`src/rtl/alu_pkg.sv`:
```
// Shared types and constants for the ALU arbiter slice: op encodings, FSM states, payload.
package alu_pkg;

  localparam int unsigned XLEN   = 32;
  localparam int unsigned CTRL_W = 3;

  typedef enum logic [CTRL_W-1:0] {
    ALU_ADD = 3'b000,
    ALU_SUB = 3'b001,
    ALU_AND = 3'b010,
    ALU_OR  = 3'b011,
    ALU_SLT = 3'b101
  } alu_op_e;

  typedef enum logic [1:0] {
    ST_IDLE = 2'd0,
    ST_EXEC = 2'd1,
    ST_RESP = 2'd2
  } arb_state_e;

  typedef struct packed {
    logic [CTRL_W-1:0] ctrl;
    logic [XLEN-1:0]   a;
    logic [XLEN-1:0]   b;
  } alu_req_t;

endpackage

```
`src/rtl/alu.sv`:
```
// Combinational 32-bit ALU; undefined op codes produce 0 (and therefore Zero).
module alu
  import alu_pkg::*;
(
  input  logic [XLEN-1:0]   src_a,
  input  logic [XLEN-1:0]   src_b,
  input  logic [CTRL_W-1:0] alu_control,
  output logic [XLEN-1:0]   alu_result,
  output logic              zero
);

  always_comb begin
    alu_result = '0;
    case (alu_op_e'(alu_control))
      ALU_ADD: alu_result = src_a + src_b;
      ALU_SUB: alu_result = src_a - src_b;
      ALU_AND: alu_result = src_a & src_b;
      ALU_OR:  alu_result = src_a | src_b;
      ALU_SLT: alu_result = XLEN'($signed(src_a) < $signed(src_b));
      default: alu_result = '0;
    endcase
  end

  assign zero = (alu_result == '0);

endmodule

```
`src/rtl/alu_arbiter.sv`:
```
// Round-robin sharing of one ALU between two requesters; one registered op in flight at a time.
module alu_arbiter
  import alu_pkg::*;
#(
  parameter int unsigned N_REQ = 2
) (
  input  logic                           clk,
  input  logic                           rst_n,
  input  logic [N_REQ-1:0]               req_valid,
  output logic [N_REQ-1:0]               req_ready,
  input  logic [N_REQ-1:0][XLEN-1:0]     req_a,
  input  logic [N_REQ-1:0][XLEN-1:0]     req_b,
  input  logic [N_REQ-1:0][CTRL_W-1:0]   req_ctrl,
  output logic [N_REQ-1:0]               rsp_valid,
  input  logic [N_REQ-1:0]               rsp_ready,
  output logic [XLEN-1:0]                rsp_result,
  output logic                           rsp_zero,
  output logic                           busy
);

  arb_state_e       state_q, state_n;
  logic             last_grant_q;
  logic             owner_q;
  alu_req_t         op_q;
  logic [XLEN-1:0]  res_q;
  logic             zero_q;
  logic [N_REQ-1:0] rsp_valid_q;
  logic             busy_q;

  logic             grant;
  logic             accept;
  logic [XLEN-1:0]  alu_res;
  logic             alu_zero;

  alu u_alu (
    .src_a       (op_q.a),
    .src_b       (op_q.b),
    .alu_control (op_q.ctrl),
    .alu_result  (alu_res),
    .zero        (alu_zero)
  );

  // Next state, grant selection and the combinational ready.
  always_comb begin
    state_n   = state_q;
    grant     = 1'b0;
    accept    = 1'b0;
    req_ready = '0;
    case (state_q)
      ST_IDLE: begin
        if (|req_valid) begin
          // A tie goes to whoever did not win last; otherwise the lone requester.
          grant            = (&req_valid) ? ~last_grant_q : req_valid[1];
          req_ready[grant] = 1'b1;
          accept           = 1'b1;
          state_n          = ST_EXEC;
        end
      end
      ST_EXEC: state_n = ST_RESP;
      ST_RESP: if (rsp_ready[owner_q]) state_n = ST_IDLE;
      default: state_n = ST_IDLE;
    endcase
  end

  always_ff @(posedge clk or negedge rst_n) begin
    if (!rst_n) begin
      state_q      <= ST_IDLE;
      last_grant_q <= 1'b1;
      owner_q      <= 1'b0;
      op_q         <= '0;
      res_q        <= '0;
      zero_q       <= 1'b0;
      rsp_valid_q  <= '0;
      busy_q       <= 1'b0;
    end else begin
      state_q <= state_n;
      busy_q  <= (state_n != ST_IDLE);
      if (accept) begin
        op_q         <= '{ctrl: req_ctrl[grant], a: req_a[grant], b: req_b[grant]};
        owner_q      <= grant;
        last_grant_q <= grant;
      end
      if (state_q == ST_EXEC) begin
        res_q  <= alu_res;
        zero_q <= alu_zero;
      end
      rsp_valid_q <= (state_n == ST_RESP) ? (N_REQ'(1) << owner_q) : '0;
    end
  end

  assign rsp_valid  = rsp_valid_q;
  assign rsp_result = res_q;
  assign rsp_zero   = zero_q;
  assign busy       = busy_q;

endmodule

```
`config.mk`:
```
export PLATFORM = sky130hd
export DESIGN_NAME = alu_arbiter
export DESIGN_NICKNAME = d
export VERILOG_FILES = /design/src/rtl/alu_pkg.sv /design/src/rtl/alu.sv /design/src/rtl/alu_arbiter.sv
export SDC_FILE = /design/constraint.sdc
export NUM_CORES = 1
export LEC_CHECK = 0
export CAP_MARGIN = 20
export CORE_MARGIN = 10
export CORE_UTILIZATION = 58
export DETAILED_ROUTE_END_ITERATION = 10
export PLACE_DENSITY = 0.88
export SLEW_MARGIN = 0
export SYNTH_ARGS = -nofsm -noshare
export SYNTH_HDL_FRONTEND = slang
export SYNTH_SLANG_ARGS = --single-unit
export TNS_END_PERCENT = 10
```
`constraint.sdc`:
```
create_clock -name clk -period 6.3 [get_ports clk]
set_input_delay 0.945 -clock clk [delete_from_list [all_inputs] [get_ports clk]]
set_output_delay 0.945 -clock clk [all_outputs]
set_load 0.01 [all_outputs]
```
== Word-level counts from Yosys, hierarchy flattened ==
Index checks and enable logic that the tools add are counted.

* Register bits: 107
* Bits in latches: 0
* Memory bits (writable): 0
* Memory bits (read-only): 0
* Input bits: 140
* Output and inout bits: 38
* Logic and storage cells: 57
* Memories: 0

* Add/subtract/negate cells: 2
* Multipliers: 0
* Divide/modulo/power cells: 0
* Magnitude comparators: 5
* Equality and inequality tests: 7
* Shift operators: 1
* Multiplexer cells: 22
* Bitwise gates (word level): 3
* Reduce and logical (&&, ||, !) cells: 7

{| class="wikitable"
|+ Operators with widths
! operator !! number
|-
| 32-bit case mux with 5 select lines || 1
|-
| 32-bit two-way mux || 4
|-
| 32-bit adder || 1
|-
| 32-bit AND || 1
|-
| 32-bit logical NOT || 1
|-
| 32-bit < comparator || 1
|-
| 32-bit bitwise OR || 1
|-
| 32-bit subtractor || 1
|-
| 2-bit two-way mux || 5
|-
| 1-bit two-way mux || 8
|-
| 3-bit by 2-bit == test with 1-bit output (second input constant) || 2
|-
| 1-bit by 2-bit < comparator with 1-bit output (second input constant) || 3
|-
| 3-bit two-way mux || 2
|-
| 2-bit case mux with 3 select lines || 1
|-
| 2-bit == test (second input constant) || 2
|-
| 3-bit by 1-bit == test with 1-bit output (second input constant) || 1
|-
| 3-bit == test (second input constant) || 1
|-
| 3-bit logical NOT || 1
|-
| 2-bit by 1-bit == test with 1-bit output (second input constant) || 1
|-
| 2-bit logical NOT || 1
|-
| 2-bit AND reduction || 1
|-
| 2-bit nonzero test || 1
|-
| 2-bit OR reduction || 1
|-
| 1-bit by 1-bit left shift with 2-bit output (first input constant) || 1
|-
| 4 further kinds || 4
|}

== Logic depth before layout (Yosys ltp) ==
Gate-level depths: netlist of run 1.

* Depth after elaboration: 8
* Depth in mapped cells: 14
* Depth with buffers taken out: 14

== By module ==
From an unflattened synthesis of run 1, not the netlist that was laid out.

* Cells, all modules: 1300
* Area total of the unflattened synthesis: 10356.2 µm²

{| class="wikitable"
|+ Modules (own cells, without submodules)
! module !! instances !! cells an instance !! area each (µm²) !! seq. area each (µm²)
|-
| alu || 1 || 818 || 5365.1 || 0.0
|-
| alu_arbiter || 1 || 482 || 4991.0 || 2678.8
|}

== Least setup slack after synthesis of run 1 ==
OpenSTA, ideal clock, no wires.

* Path type: reg2reg
* From: register op_q[0] (netlist bit)
* To: register zero_q, in the netlist rsp_zero
* Setup time: 0.066 ns
* Arrival time: 3.236 ns
* Required time: 6.234 ns
* Setup slack: 2.998 ns
* Stages on the path, launching flop included: 14
* Buffers on the path: 0
* Period minus slack after synthesis: 3.302 ns
* Cell sequence: dfrtp_1 ha_1 fa_1 a211oi_2 o211ai_2 a31oi_1 nor2_1 or4_1 a32oi_1 o211ai_1 nor4b_1 nand4_1 a2111oi_2 a41o_1

* Longest elaborated chain between the ends: 3
* Elaborated cells on any way between the ends: 7
* Classes of those cells: 2 x add/sub; 1 x order compare; 1 x mux; 2 x bitwise; 1 x reduce/logical

{| class="wikitable"
|+ Ends and longest elaborated chain
! what !! RTL line !! source
|-
| start: declaration || alu_arbiter.sv:24 || <nowiki>alu_req_t op_q;</nowiki>
|-
| start signal: assignment || alu_arbiter.sv:79 || <nowiki>op_q <= '{ctrl: req_ctrl[grant], a: req_a[grant], b: req_b[grant]};</nowiki>
|-
| 32-bit subtractor (tied with other cells) || alu.sv:16 || <nowiki>ALU_SUB: alu_result = src_a - src_b;</nowiki>
|-
| 32-bit case mux with 5 select lines (*) || alu.sv:14 || <nowiki>case (alu_op_e'(alu_control))</nowiki>
|-
| 32-bit logical NOT (*) || alu.sv:24 || <nowiki>assign zero = (alu_result == '0);</nowiki>
|-
| end signal: assignment || alu_arbiter.sv:85 || <nowiki>zero_q <= alu_zero;</nowiki>
|-
| end: declaration || alu_arbiter.sv:26 || <nowiki>logic zero_q;</nowiki>
|}

Mark *: on every way between the ends. The rest lies on a longest branch, timed or not.
A chain may end at the register's enable or synchronous reset.

== Worst setup path in the final report of run 1 ==
* From: register op_q[4] (netlist bit)
* To: register zero_q, in the netlist rsp_zero

The elaborated chain is that of the path after synthesis.

==> flow_summary.toml, run 1 <==
[outcome]
status = "finished, final reports clean"

[global_route]
grt_usage_pct = 29.39
grt_pass1_wl_um = 52050
overflow = 0
antenna_found_initial = 1
grt_max_degree = 70
first_global_vias = 9564

[detailed_routing]
num_vias = 9921
vias_per_cell = 6.562
ant_nets = 0
drtPass1Iterations = 6
post_drt_wl_per_cell_um = 22.08
routed_wl_um = 33380
drt_iter0_markers = 1180
drc_errors = 0

[final_layout]
final_cell_mix = "clkdlybuf4s50_1, o21ai_0, dfrtp_1"
n_antenna_cell = 0
drive_above_1_share_pct = 4.784
utilization_pct = 72.71
area_delta_synth_final_pct = 22.08
final_common_cell = "clkdlybuf4s50_1"
finalInstanceArea_um2 = 11590
nNetsFinal = 1530
instances_no_fill = 1512

[worst_setup_path]
critPathKind = "register to register"
reg2regPathDepth = 13
cp-end-kind = "register"
rr_endpoint = "rsp_zero"
critPathSlowestCell = "a221oi_1"
max_stage_delay_ps = 840
reg2reg_from = "op_q[4]"
cp_cell_sequence = "inv_1 > ha_1 > inv_1 > a221oi_1 > nand2_1 > a221oi_1 > xor2_1 > a221oi_1 > nand4_1 > nor4b_1 > nand4_1 > a2111oi_2 > a41o_1"
critPathArrivalTime_ps = 4560
required_ps = 6600
crit_top_cell = "a221oi_1"
regToRegSetupSlack_ps = 2040
path_max_fanout = 8
crit_path_start_kind = "register"

[placement]
hpwl_um = 26180
io_buffers = 177
gp_congestion = 1.137
placed_cells = 1497
place_area_um2 = 11310

[die]
core_area_um2 = 15940
die_x_um = 148.0
pin_count = 178
start_util_pct = 59.56
die-area_um2 = 21890
die_y_um = 148.0
rows = 46

[job]
drv_cap = 0

[timing]
fin_setup_tns_ps = 0
fin_skew_ps = 14.96
fmax_mhz = 234.8
fin_crit_sh_pct = 67.61
maxSlewViolCount = 0
fin_crit_ps = 4259
tightest_slew_ps = 953.4
slew_headroom_pct = 36.44
final-hold-violation-count = 0
setup-violations-final = 0
rsz0062_at_grt = "false"

[clocking]
cts_setup_buffers = 0
h-tree-depth = 3
numCtsBuffers = 9
cts.path.max_buffers = 2
clk_latency_ps = 370
clk_pin_slew_ps = 80
ctsHoldBuffers = 0
post_cts_resized = 0
clock-root-buffer = "clkbuf_16"
cts_tree = "built"
cts_sinks = 107

[logic_synthesis]
synthesis.area_um2 = 9495
synth_warnings = 0
synth_async_sr_flop_share_pct = 100.0
synth_ff_type = "dfrtp_1"
avgSynthCellArea_um2 = 8.095
synth-edff-count = 0
yosysUniqueCellTypes = 85
ys_seq_area_share_pct = 28.21
syn_nets = 1411
synth_seq_cells = 107
synthCells = 1173

[min_path]
min_path_cells = 2
hold_end = "rsp_result[31]"
hp-class = "register to register"
min-delay-start = "rsp_result[31]"

[power_and_ir_drop]
ir_drop_mv = 0.3765
leakage_nw = 4.911
powerDensity_nw_per_um2 = 652.5
## metrics by stage
| stage | setup slack [ps] | hold slack, ps | power [mW] |
|---|---|---|---|
| 2_1_floorplan | 2998 | 448.0 | 5.108 |
| 3_3_place_gp | 2274 | 457.2 | 6.702 |
| 3_5_place_dp | 2233 | 461.1 | 6.751 |
| 4_1_cts | 2200 | 479.1 | 7.340 |
| 5_1_grt | 1888 | 507.7 | 8.064 |
| 6_report | 2041 | 474.8 | 7.565 |
## Yosys cell counts, drive strengths merged (14+ instances only)
master / n / share of area [%]
o21ai: 126 / 6.7
nor2: 93 / 3.7
mux2i: 27 / 2.8
a21oi: 84 / 4.5
a211oi: 23 / 1.9
nand2b: 14 / 0.92
inv: 98 / 3.9
ha: 96 / 13
nand2: 104 / 4.1
nand3: 20 / 1.1
xnor2: 15 / 1.4
o31ai: 14 / 1.2
dfrtp: 106 / 28
a21o: 14 / 1.1
o221ai: 53 / 4.9
buf: 22 / 1.2
clkbuf: 61 / 2.4
o211ai: 14 / 1.2
nor3: 20 / 1.2
## cells by family (layout without fill, tap and decap cells)
| family | after synthesis | in the layout | share of synthesized area [%] |
|---|---|---|---|
| AO/OA/AOI/OAI | 426 | 426 | 30.87 |
| XOR/XNOR | 20 | 20 | 1.845 |
| adder cells (fa/ha/maj) | 98 | 98 | 13.07 |
| buffers and inverters | 183 | 306 | 7.577 |
| flip-flops | 107 | 107 | 28.21 |
| multiplexers | 32 | 32 | 3.439 |
| AND/OR/NAND/NOR | 307 | 307 | 14.98 |
## critical path, delay by kind of cell (launching register included)
kind / cells / cell delay, ps
adder cells (fa/ha/maj): 1 / 430
buffers and inverters: 2 / 160
AND/OR/NAND/NOR: 4 / 880
flip-flops: 1 / 370
AO/OA/AOI/OAI: 5 / 2200
XOR/XNOR: 1 / 150
## layer usage
layer  global-route usage, %  share of wire, %  vias up
li1                        -                 -     4513
met1                   41.83                43     4716
met2                   41.41                42      630
met3                   9.707                13       60
met4                   7.978               2.0        2
met5                       0             0.039        -
## power by group
part / switching [mW] / internal [mW] / leakage (nW)
clock network: 0.280 / 0.284 / 0.139
registers: 0.293 / 1.01 / 1.33
logic: 3.64 / 2.05 / 3.44
total: 4.22 / 3.35 / 4.91
## cell type report
cell class / count / area [µm²]
clock buffers: 10 / 239.0
clock inverters: 5 / 47.55
fillers: 1220 / 4350
inverters: 100 / 375.4
multi-input cells: 883 / 6106
flip-flops and latches: 107 / 2680
well taps: 216 / 270.3
repair buffers: 191 / 1874
## worst max-delay path by stage
stage	startpoint	endpoint	slack, ps	cells after the start
6_report	op_q[4]	rsp_zero	2040	13
5_1_grt	op_q[34]	rsp_zero	1890	13
4_1_cts	op_q[44]	rsp_zero	2200	13
3_5_place_dp	op_q[44]	rsp_zero	2230	13
3_3_place_gp	op_q[44]	rsp_zero	2270	13
2_1_floorplan	op_q[0]	rsp_zero	3000	13
## state kept, by name, summed over array words and instances, names as in the netlist
signal        cells
owner_q           1
rsp_valid         2
op_q             67
rsp_zero          1
rsp_result       32
last_grant_q      1
state_q           2
busy              1
No activity file was read; power rests on OpenSTA's default activity.
==> inputs of run 2 (changes only) <==
CORE_UTILIZATION = 49   (was 58)
PLACE_DENSITY = 0.79   (was 0.88)
clock period = 3.8 ns   (was 6.3 ns; I/O delays follow)
==> flow_summary.toml, run 2 (same netlist as run 1, synthesis figures left out) <==
[final_layout]
n_antenna_cell = 0
multi_input_area_um2 = 6355
area_delta_synth_final_pct = 32.40
fill_cells = 1619
largest_reg_flops = 67
nNetsFinal = 1618
largest-register = "op_q"
final_common_cell = "clkdlybuf4s50_1"
utilization_pct = 66.54
ff_latch_area_um2 = 2683
finalInstanceArea_um2 = 12570
final_cell_mix = "clkdlybuf4s50_1, o21ai_0, nand2_1, dfrtp_1, buf_4"
drive_above_1_share_pct = 13.43

[detailed_routing]
drt_iter0_markers = 1031
drc_errors = 0
post_drt_wl_per_cell_um = 21.28
ant_nets = 0
num_vias = 10020
drtPass1Iterations = 5
routed_wl_um = 35000
vias_per_cell = 6.092

[clocking]
h-tree-depth = 3
ctsHoldBuffers = 0
cts.path.max_buffers = 2
clk_pin_slew_ps = 80
numCtsBuffers = 9
clk_latency_ps = 370
clock-root-buffer = "clkbuf_16"
cts_tree = "built"
cts_sinks = 107

[timing]
fin_crit_sh_pct = 96.39
tightest_slew_ps = 884.1
hold_ws_ps = 312.8
rsz0062_at_grt = "true"
slew_headroom_pct = 41.06
fin_crit_ps = 3663
fin_skew_ps = 13.25
fin_setup_tns_ps = 0
setup-violations-final = 0
final-hold-violation-count = 0
fmax_mhz = 273.0
maxSlewViolCount = 0

[power_and_ir_drop]
powerDensity_nw_per_um2 = 1118
ir_drop_mv = 0.5820
p_total_mw = 14.06
leakage_nw = 5.369

[global_route]
grt_max_degree = 72
grt_pass1_wl_um = 54470
overflow = 0
antenna_found_initial = 0
first_global_vias = 9539
grt_usage_pct = 26.38

[die]
rows = 50
core_area_um2 = 18890
die-area_um2 = 25350
pin_count = 178
die_y_um = 159.2
start_util_pct = 50.26
die_x_um = 159.2

[outcome]
status = "finished, final reports clean"

[worst_setup_path]
required_ps = 4110
cp-end-kind = "register"
crit_path_start_kind = "register"
path_max_fanout = 4
reg2reg_from = "op_q[32]"
critPathKind = "register to register"
critPathArrivalTime_ps = 3970
crit_start = "op_q[32]"

[placement]
place_area_um2 = 11950
io_buffers = 177
hpwl_um = 28070
gp_congestion = 1.025

[job]
drv_cap = 0

[min_path]
hp-class = "input port to async pin"
[run 2: cell types whose count changed in the layout (fill, tap and decap cells not counted), sizes merged]
cell and delta:
buf +88, inv +1
[run 2: per-layer routing]
metal,GRT usage (%),share of wire (%)
met1,38.33,45
met2,37.07,42
met3,8.469,12
met4,5.560,1.5
met5,0,0
[run 2: final timing paths]
kind | end | slack, ps | cells after the start
setup / recovery | rsp_zero | 140 | 14
hold / removal | owner_q | 310 | 1
setup reg to reg | rsp_zero | 140 | 14
hold reg to reg | rsp_result[8] | 480 | 2
max in group asynchronous | rsp_result[28] | 2600 | 2
min in group clk | rsp_result[8] | 480 | 2
[run 2: power by group]
part	internal [mW]	switching (mW)	total, mW	leakage (nW)
Clock	0.471	0.470	0.941	0.140
Combinational	4.42	6.59	11.0	3.90
Sequential	1.68	0.424	2.10	1.33
Total	6.57	7.49	14.1	5.37
[run 2: stage by stage]
step	setup slack, ps	cells
global route	-60.26	1645
detailed placement	-125.8	1618
global placement	8.761	1618
finish	137.1	1645
CTS	27.42	1634
floorplan	497.8	1173
[run 2: timing repair]
| action | in CTS | in global routing |
|---|---|---|
| gates resized for setup | 7 | 48 |
| gates cloned | 0 | 0 |
| endpoints found under the setup margin | 1 | 3 |
| endpoints found under the hold margin | 0 | 0 |
| setup buffers | 0 | 11 |
| pin swaps | 0 | 19 |
[run 2: critical path, stage by stage, from the launching register on]
cell and delay (ps):
dfrtp_2 440, inv_2 90, ha_4 150, fa_2 250, nor2_4 50, o311a_4 390
a211o_1 320, o2bb2ai_2 180, o41ai_4 520, o41ai_1 160, a221o_1 350, a21oi_2 160
nand4_1 120, a2111oi_2 230, a41o_1 200
[run 2: final cells by class]
cell class / instances / area share, %
clock buffers: 10 / 1.901
clock inverters: 6 / 0.3782
repair buffers: 279 / 20.26
well taps: 260 / 2.588
inverters: 100 / 2.986
flip-flops and latches: 107 / 21.34
multi-input cells: 883 / 50.55
==> inputs of run 3 (changes only) <==
CAP_MARGIN = not set   (was 20)
CORE_MARGIN = not set   (was 10)
==> flow_summary.toml, run 3 (same netlist as run 1, synthesis figures left out) <==
[final_layout]
finalInstanceArea_um2 = 12520
ff_latch_area_um2 = 2680
final_cell_mix = "clkdlybuf4s50_1, o21ai_0, dfrtp_1"
area_delta_synth_final_pct = 31.82
fill_cells = 1613
final_common_cell = "clkdlybuf4s50_1"
largest_reg_flops = 67
drive_above_1_share_pct = 13.06
largest-register = "op_q"
n_antenna_cell = 0
nNetsFinal = 1611
multi_input_area_um2 = 6341

[placement]
gp_congestion = 1.017
place_ws_ps = -15.22
hpwl_um = 26290
place_area_um2 = 11940
io_buffers = 177

[timing]
final-hold-violation-count = 0
fin_crit_ps = 3641
fin_crit_sh_pct = 95.80
maxSlewViolCount = 0
fin_skew_ps = 11.53
slew_headroom_pct = 30.94
fmax_mhz = 274.7
tightest_slew_ps = 1036
setup-violations-final = 0
fin_setup_tns_ps = 0
setup_slack_ps = 159.5

[detailed_routing]
vias_per_cell = 6.124
routed_wl_um = 33220
met1_length_um = 15570
drc_errors = 0
post_drt_wl_per_cell_um = 20.28
routed-wl-met3_um = 3350
drtPass1Iterations = 7
ant_nets = 0
drt_iter0_markers = 921
num_vias = 10030
highest_layer = "met4"
dr_wl_met2_um = 13670

[clocking]
cts.path.max_buffers = 2
numCtsBuffers = 9
h-tree-depth = 3
clk_latency_ps = 360
clock-root-buffer = "clkbuf_16"
cts_tree = "built"
cts_sinks = 107
clk_pin_slew_ps = 80

[global_route]
grt_max_degree = 85
first_global_vias = 9386
grt_pass1_wl_um = 51740
antenna_found_initial = 0
grt_usage_pct = 33.73
overflow = 0

[worst_setup_path]
path_max_fanout = 4
regToRegSetupSlack_ps = 160
rr_endpoint = "rsp_zero"
cp_cell_sequence = "inv_1 > ha_1 > nor2b_1 > or3_4 > a221oi_4 > o221ai_2 > a221oi_2 > buf_4 > nand2b_1 > a2bb2oi_1 > o211a_1 > nand4_1 > a2111oi_4 > a41o_1"
cp-end-kind = "register"
crit_path_start_kind = "register"
required_ps = 4100
reg2reg_from = "op_q[11]"
crit_start = "op_q[11]"
reg2regPathDepth = 14
max_stage_delay_ps = 410
critPathSlowestCell = "a221oi_4"
crit_end = "rsp_zero"
critPathKind = "register to register"
critPathArrivalTime_ps = 3940

[die]
core_area_um2 = 18830
rows = 50
pin_count = 178
die_y_um = 141.2
start_util_pct = 50.43
die-area_um2 = 19940
die_x_um = 141.2

[power_and_ir_drop]
powerDensity_nw_per_um2 = 1113
p_total_mw = 13.94
leakage_nw = 5.334
ir_drop_mv = 0.4847

[min_path]
hp-class = "input port to async pin"

[outcome]
status = "finished, final reports clean"

[job]
drv_cap = 0
## run 3: changes by cell type in the layout (fill, tap and decap cells not counted), sizes merged
cell	before	now
buf	103	96
bufinv	0	1
clkinv	4	3
clkinvlp	1	2
inv	101	100
## run 3: repair_timing
| item | in CTS | in global routing |
|---|---|---|
| setup endpoints to repair | 1 | 3 |
| buffers inserted | 0 | 6 |
| gates resized for setup | 3 | 46 |
| pin swaps | 0 | 21 |
| hold buffers | 0 | 0 |
## run 3: worst min path at each step
stage / endpoint / depth (start not counted) / start
after detailed placement: rsp_result[20] / 2 / rsp_result[20]
after global placement: rsp_result[20] / 2 / rsp_result[20]
after CTS: busy / 1 / rst_n
after global routing: busy / 1 / rst_n
after floorplan: busy / 0 / rst_n
final: busy / 1 / rst_n
## run 3: critical path, delay by kind of cell (launching register included)
kind / cells / cell delay (ps)
AO/OA/AOI/OAI: 7 / 1870
AND/OR/NAND/NOR: 4 / 840
adder cells (fa/ha/maj): 1 / 270
flip-flops: 1 / 370
buffers and inverters: 2 / 250
## run 3: per-stage QoR
| stage | instances | hold WS, ps | utilization, % |
|---|---|---|---|
| after floorplan | 1173 | 274.4 | - |
| after global placement | 1616 | 458.6 | 63.40 |
| after detailed placement | 1616 | 462.3 | 63.40 |
| after CTS | 1632 | 421.2 | 65.09 |
| after global routing | 1638 | 478.2 | 66.47 |
| final | 1638 | 365.6 | 66.47 |
## run 3: cell type report
type,count,share of cell area [%]
clock buffer,10,1.829
clock inverter,6,0.5698
inverter,100,2.999
multi-input combinational,883,50.66
sequential,107,21.41
tap,260,2.599
timing repair buffer,272,19.93
## run 3: metal layers
metal | GRT usage (%) | up-vias
met5 | 0 | -
met4 | 9.382 | 0
met3 | 7.711 | 52
met2 | 48.02 | 539
met1 | 50.44 | 4767
li1 | - | 4673
## run 3: where the power goes
group	switching (mW)	total, mW	internal [mW]
clock	0.451	0.968	0.518
sequential	0.408	2.08	1.68
combinational	6.52	10.9	4.37
total	7.38	13.9	6.56
